==> config.mk <==
export PLATFORM = sky130hd
export DESIGN_NAME = reaction_trial_sequencer
export DESIGN_NICKNAME = d
export VERILOG_FILES = /design/src/rtl/reaction_trial_sequencer.sv
export SDC_FILE = /design/constraint.sdc
export NUM_CORES = 1
export LEC_CHECK = 0
export ABC_AREA = 1
export CAP_MARGIN = 10
export CORE_MARGIN = 2
export CORE_UTILIZATION = 55
export CTS_CLUSTER_SIZE = 14
export DETAILED_ROUTE_END_ITERATION = 12
export DONT_BUFFER_PORTS = 1
export PLACE_DENSITY_LB_ADDON = 0.1
export SYNTH_ARGS = -nofsm -noshare
export SYNTH_HDL_FRONTEND = slang
export SYNTH_SLANG_ARGS = --single-unit
==> constraint.sdc <==
create_clock -name clk -period 3.8 [get_ports clk]
set_input_delay 0.57 -clock clk [delete_from_list [all_inputs] [get_ports clk]]
set_output_delay 0.57 -clock clk [all_outputs]
set_load 0.01 [all_outputs]
==> src/rtl/reaction_trial_sequencer.sv <==
// Multi-trial reaction-timer controller: random delay, LED stimulus, ms response capture, sum/average.
// Optional BEST_DISPLAY_EN: in DONE, stop toggles the display between average and best time.
module reaction_trial_sequencer #(
    parameter int NUM_TRIALS  = 4,
    parameter int MIN_DELAY_S = 2,
    parameter int TIMEOUT_MS  = 1000
) (
    input  logic        clk,
    input  logic        reset,
    input  logic        start,
    input  logic        stop,
    input  logic        tick_ms,
    input  logic [3:0]  rand_val,
    output logic        led,
    output logic [13:0] disp_val,
    output logic [2:0]  disp_mode,
    output logic [3:0]  trial_idx,
    output logic        done
);

    localparam int          SHIFT     = $clog2(NUM_TRIALS);
    localparam logic [13:0] TIMEOUT_V = 14'(TIMEOUT_MS);
    localparam logic [3:0]  LAST_IDX  = 4'(NUM_TRIALS - 1);
    localparam logic [3:0]  MIN_S     = 4'(MIN_DELAY_S);
    localparam logic [13:0] ERR_VAL   = 14'd9999;

    localparam logic [2:0] MODE_BLANK = 3'd0;
    localparam logic [2:0] MODE_HI    = 3'd1;
    localparam logic [2:0] MODE_NUM   = 3'd2;
    localparam logic [2:0] MODE_AVG   = 3'd3;
`ifdef BEST_DISPLAY_EN
    localparam logic [2:0] MODE_BEST  = 3'd4;
`endif
    localparam logic [2:0] MODE_ERR   = 3'd5;

    typedef enum logic [2:0] {
        S_IDLE,
        S_WAIT,
        S_REACT,
        S_RECORD,
        S_GAP,
        S_DONE,
        S_ERR
    } state_t;

    state_t      state_q, state_d;
    logic [13:0] dly_cnt_q, dly_cnt_d;
    logic [13:0] target_q, target_d;
    logic [13:0] ms_cnt_q, ms_cnt_d;
    logic [13:0] rec_q, rec_d;
    logic [13:0] sum_q, sum_d;
    logic [3:0]  trial_idx_q, trial_idx_d;
    logic        led_q, led_d;
    logic [13:0] disp_val_q, disp_val_d;
    logic [2:0]  disp_mode_q, disp_mode_d;
    logic        done_q, done_d;
    logic        clear_stats;
`ifdef BEST_DISPLAY_EN
    logic [13:0] best_q, best_d;
    logic        show_best_q, show_best_d;
`endif

    function automatic logic [13:0] delay_ms(input logic [3:0] secs);
        logic [3:0] s;
        s = (secs < MIN_S) ? MIN_S : secs;
        return 14'(s) * 14'd1000;
    endfunction

    always_comb begin
        state_d     = state_q;
        dly_cnt_d   = dly_cnt_q;
        target_d    = target_q;
        ms_cnt_d    = ms_cnt_q;
        rec_d       = rec_q;
        sum_d       = sum_q;
        trial_idx_d = trial_idx_q;
        clear_stats = 1'b0;
        led_d       = 1'b0;
        done_d      = 1'b0;
        disp_mode_d = MODE_HI;
        disp_val_d  = '0;
`ifdef BEST_DISPLAY_EN
        best_d      = best_q;
        show_best_d = show_best_q;
`endif

        case (state_q)
            S_IDLE: begin
                if (start) begin
                    state_d     = S_WAIT;
                    clear_stats = 1'b1;
                end
            end
            S_WAIT: begin
                if (stop) begin
                    state_d = S_ERR;
                end else if (dly_cnt_q == target_q) begin
                    state_d  = S_REACT;
                    ms_cnt_d = '0;
                end else if (tick_ms) begin
                    dly_cnt_d = dly_cnt_q + 14'd1;
                end
            end
            S_REACT: begin
                // stop beats a coincident tick: the count shown is what gets recorded
                if (stop) begin
                    state_d = S_RECORD;
                    rec_d   = ms_cnt_q;
                end else if (ms_cnt_q == TIMEOUT_V) begin
                    state_d = S_RECORD;
                    rec_d   = TIMEOUT_V;
                end else if (tick_ms) begin
                    ms_cnt_d = ms_cnt_q + 14'd1;
                end
            end
            S_RECORD: begin
                sum_d = sum_q + rec_q;
`ifdef BEST_DISPLAY_EN
                if (rec_q < best_q) begin
                    best_d = rec_q;
                end
`endif
                if (trial_idx_q == LAST_IDX) begin
                    state_d = S_DONE;
`ifdef BEST_DISPLAY_EN
                    show_best_d = 1'b0;
`endif
                end else begin
                    state_d     = S_GAP;
                    trial_idx_d = trial_idx_q + 4'd1;
                end
            end
            S_GAP: begin
                if (start) begin
                    state_d = S_WAIT;
                end
            end
            S_DONE: begin
                if (start) begin
                    state_d     = S_WAIT;
                    clear_stats = 1'b1;
                end
`ifdef BEST_DISPLAY_EN
                else if (stop) begin
                    show_best_d = ~show_best_q;
                end
`endif
            end
            S_ERR: begin
                if (start) begin
                    state_d     = S_IDLE;
                    clear_stats = 1'b1;
                end
            end
            default: state_d = S_IDLE;
        endcase

        if (clear_stats) begin
            sum_d       = '0;
            trial_idx_d = '0;
`ifdef BEST_DISPLAY_EN
            best_d      = TIMEOUT_V;
`endif
        end

        // rand_val is captured only on the edge that enters WAIT
        if (state_d == S_WAIT && state_q != S_WAIT) begin
            target_d  = delay_ms(rand_val);
            dly_cnt_d = '0;
        end

        case (state_d)
            S_IDLE: disp_mode_d = MODE_HI;
            S_WAIT: disp_mode_d = MODE_BLANK;
            S_REACT: begin
                led_d       = 1'b1;
                disp_mode_d = MODE_NUM;
                disp_val_d  = ms_cnt_d;
            end
            S_RECORD, S_GAP: begin
                disp_mode_d = MODE_NUM;
                disp_val_d  = rec_d;
            end
            S_DONE: begin
                done_d      = 1'b1;
                disp_mode_d = MODE_AVG;
                disp_val_d  = sum_d >> SHIFT;
`ifdef BEST_DISPLAY_EN
                if (show_best_d) begin
                    disp_mode_d = MODE_BEST;
                    disp_val_d  = best_d;
                end
`endif
            end
            S_ERR: begin
                disp_mode_d = MODE_ERR;
                disp_val_d  = ERR_VAL;
            end
            default: disp_mode_d = MODE_HI;
        endcase
    end

    always_ff @(posedge clk) begin
        if (reset) begin
            state_q     <= S_IDLE;
            dly_cnt_q   <= '0;
            target_q    <= '0;
            ms_cnt_q    <= '0;
            rec_q       <= '0;
            sum_q       <= '0;
            trial_idx_q <= '0;
            led_q       <= 1'b0;
            disp_val_q  <= '0;
            disp_mode_q <= MODE_HI;
            done_q      <= 1'b0;
`ifdef BEST_DISPLAY_EN
            best_q      <= TIMEOUT_V;
            show_best_q <= 1'b0;
`endif
        end else begin
            state_q     <= state_d;
            dly_cnt_q   <= dly_cnt_d;
            target_q    <= target_d;
            ms_cnt_q    <= ms_cnt_d;
            rec_q       <= rec_d;
            sum_q       <= sum_d;
            trial_idx_q <= trial_idx_d;
            led_q       <= led_d;
            disp_val_q  <= disp_val_d;
            disp_mode_q <= disp_mode_d;
            done_q      <= done_d;
`ifdef BEST_DISPLAY_EN
            best_q      <= best_d;
            show_best_q <= show_best_d;
`endif
        end
    end

    assign led       = led_q;
    assign disp_val  = disp_val_q;
    assign disp_mode = disp_mode_q;
    assign trial_idx = trial_idx_q;
    assign done      = done_q;

endmodule
==> flow_summary.yaml <==
status:
  outcome: "finished clean"
floorplanning:
  die_y_um: 110
  core-area_um2: 10900
  std_cell_rows: 38
  start_util: 0.564
  die-area_um2: 12000
  ios: 32
  fp.dieW_um: 110
grt:
  grt_pass1_vias: 5138
  grtUsageTotal: 0.263
  grt_antenna_before_repair: 0
  grt_max_degree: 55
  grt_first_pass_wirelength_um: 24800
  grt_overflow_total: 0
detailed_routing:
  wl_per_cell_um: 13.9
  first_pass_iters: 5
  postRouteWirelength_um: 15000
  route.detailed.drc: 0
  initialDrtViolationCount: 434
  route.antenna.remaining_nets: 0
  vias: 5842
  vias_per_cell: 5.42
clock_tree:
  cts_resized: 0
  clk_pin_slew_ns: 0.09
  clockRootBuffer: "clkbuf_8"
  h-tree-depth: 3
  clk_latency_ns: 0.37
  cts_buffers: 9
  cts_tree: "done"
  cts.sinks: 93
  cts_buffer_depth: 2
  cts_setup_buffers: 0
  cts_hold_buf: 0
synthesis:
  synth_cells: 941
  synth_seq_cells: 93
  synth_async_sr_flop_share: 0
  synth_seq_area_share: 0.303
  ys_top_cells_by_area: "dfxtp_1 30%, nand2_1 14%, inv_1 7.7%"
  synth_top_area_frac: 0.303
  yosysWarnings: 0
  ys.flop_type: "dfxtp_1"
  netlist_area_um2: 6140
  synth_most_common_cell: "nand2_1"
  yosysTopAreaCell: "dfxtp_1"
  syn-num-nets: 991
  synth_edf_count: 0
  syn_avg_cell_area_um2: 6.53
  yosys-top-cells-count: "233 x nand2_1, 126 x inv_1, 125 x nor2_1, 93 x dfxtp_1, 79 x nand3_1"
  synth.distinct_cells: 43
sta:
  fin_tns_setup_ns: 0
  min_period_ns: 3.34
  rsz0062_at_grt: "false"
  slew_headroom: 0.470
  finalClockSkew_ns: 0.00906
  max_freq_mhz: 299
  setup_viol: 0
  finalWorstSetupSlack_ns: 0.461
  report.final.hold_viol_count: 0
  fin_crit_sh: 0.879
  worst_pin_slew_ns: 0.794
  slew_viol_final: 0
setup_path:
  r2r_slack_ns: 1.24
  crit_required_ns: 4.11
  cp_slowest_stage_delay_ns: 0.57
  crit_type: "in -> reg"
  critPathLaunchType: "input pin"
  cp-startpoint: "rand_val[3]"
  end_kind: "flip-flop"
  r2r-end: "disp_val[4]$_SDFF_PP0_"
  slowest_stage: "fa_1"
  cp.arrival_ns: 3.65
  critPathCapture: "target_q[11]$_SDFFE_PP0P_"
  critPathMaxFanout: 5
  timing.rr.start: "state_q[0]$_SDFF_PP0_"
  reg2reg_depth: 11
  critPathMostFrequentCell: "inv_1"
  path_cells: "inv_1 -> ha_1 -> nor2_1 -> inv_1 -> fa_1 -> inv_1 -> fa_1 -> inv_1 -> ha_1 -> a21oi_1 -> nand2_1 -> a21oi_1 -> nor2_1 -> nor2_1 -> xnor2_1 -> o21ai_1 -> a21oi_1"
power:
  power_frac_comb: 0.317
  p_int_w: 0.00173
  ir_drop_v: 0.000276
  seqPwrFrac: 0.413
  clkPwrFrac: 0.269
  power.switching_w: 0.00105
  power_density_nw_per_um2: 431
  p_leak_nw: 2.91
  switching_share: 0.377
final_layout:
  nNetsFinal: 982
  n_antenna_cell: 0
  drive_gt1_frac: 0.0704
  area_growth_pct: 4.95
placed_design:
  portBuffers: 0
  dp_hpwl_um: 11600
  gp_congestion: 0.945
  pre_cts_ws_ns: 0.0709
min_path:
  min_path_cells: 1
  hold_start: "reset"
  hold_class: "in -> reg"
job:
  drv_cap: 0
==> power groups by stage <==
| stage | clock network (W) | registers (W) | logic, W |
|---|---|---|---|
| 2_1_floorplan | 0 | 0.00115 | 0.000722 |
| 3_3_place_gp | 0 | 0.00117 | 0.000856 |
| 3_5_place_dp | 0 | 0.00117 | 0.000874 |
| 4_1_cts | 0.000763 | 0.00115 | 0.000877 |
| 5_1_grt | 0.000797 | 0.00116 | 0.00100 |
| 6_report | 0.000749 | 0.00115 | 0.000882 |
==> placed cells by master, fill, tap and decap left out, types with 2 or more instances in the layout <==
| master | n |
|---|---|
| a21oi_1 | 62 |
| a22oi_1 | 6 |
| and2_1 | 2 |
| buf_4 | 3 |
| bufinv_16 | 2 |
| clkbuf_8 | 10 |
| clkinvlp_4 | 2 |
| dfxtp_1 | 93 |
| fa_1 | 8 |
| ha_1 | 33 |
| inv_1 | 126 |
| inv_2 | 16 |
| nand2_1 | 233 |
| nand2_2 | 6 |
| nand3_1 | 79 |
| nand3_2 | 3 |
| nand3b_1 | 5 |
| nand4_1 | 15 |
| nor2_1 | 125 |
| nor2_2 | 5 |
| nor2_4 | 5 |
| nor3_1 | 16 |
| nor3b_2 | 3 |
| nor4_1 | 2 |
| o211ai_1 | 2 |
| o21ai_0 | 26 |
| o21ai_1 | 9 |
| o21bai_1 | 3 |
| o22ai_1 | 6 |
| or2_2 | 2 |
| xnor2_1 | 3 |
| xor2_1 | 13 |
==> registers in the layout, indices dropped and copies added, names as in the netlist, 3 cells and up <==
signal and cells:
rec_q 14, disp_mode 3, state_q 3, trial_idx 4, target_q 11, disp_val 14
ms_cnt_q 14, sum_q 14, dly_cnt_q 14
==> cells by family after synthesis <==
kind of cell,after synthesis,synth area share
buffers and inverters,165,0.106
DFF,93,0.303
and+or+nand+nor,506,0.365
adders and majority gates,41,0.0933
AOI/OAI and AO/OA,120,0.110
xor gates and xnor gates,16,0.0228
==> worst max-delay path: cells and delay by family <==
family	cells	cell delay [ns]
fa+ha+maj	4	1.65
compound gates	4	0.49
buf+inv	4	0.37
simple gates	4	0.44
xor+xnor	1	0.13
==> routing by layer <==
layer,vias up,wire length [um],track usage,part of all wire
li1,2974,-,-,-
met1,2665,7410,0.396,0.50
met2,185,6390,0.388,0.43
met3,18,963,0.0373,0.064
met4,0,197,0.0732,0.013
met5,-,0,0,0
==> worst min path at each step <==
stage                                  end  slack, ns
floorplan            sum_q[0]$_SDFFE_PP0P_       0.44
global placement     sum_q[0]$_SDFFE_PP0P_       0.45
detailed placement   sum_q[0]$_SDFFE_PP0P_       0.46
CTS                 ms_cnt_q[3]$_SDFF_PP0_       0.24
global route         state_q[2]$_SDFF_PP0_       0.25
finish               state_q[2]$_SDFF_PP0_       0.26
==> cell type report <==
class | count | area [um2]
clock buffer | 11 | 141
clock inverter | 5 | 83.8
fill | 1049 | 4440
inverter | 142 | 533
multi-input combinational | 683 | 3630
sequential | 93 | 1860
tap | 140 | 175
timing repair buffer | 3 | 22.5
==> per-stage QoR <==
step / util / area (um2) / total power [W] / instances / hold slack, ns
floorplan: - / 6140 / 0.00187 / 941 / 0.444
global placement: 0.571 / 6220 / 0.00202 / 1061 / 0.453
detailed placement: 0.571 / 6220 / 0.00204 / 1061 / 0.464
CTS: 0.592 / 6440 / 0.00279 / 1077 / 0.241
global route: 0.592 / 6440 / 0.00296 / 1077 / 0.246
finish: 0.592 / 6440 / 0.00278 / 1077 / 0.259
(Power assumes the default switching activity.)
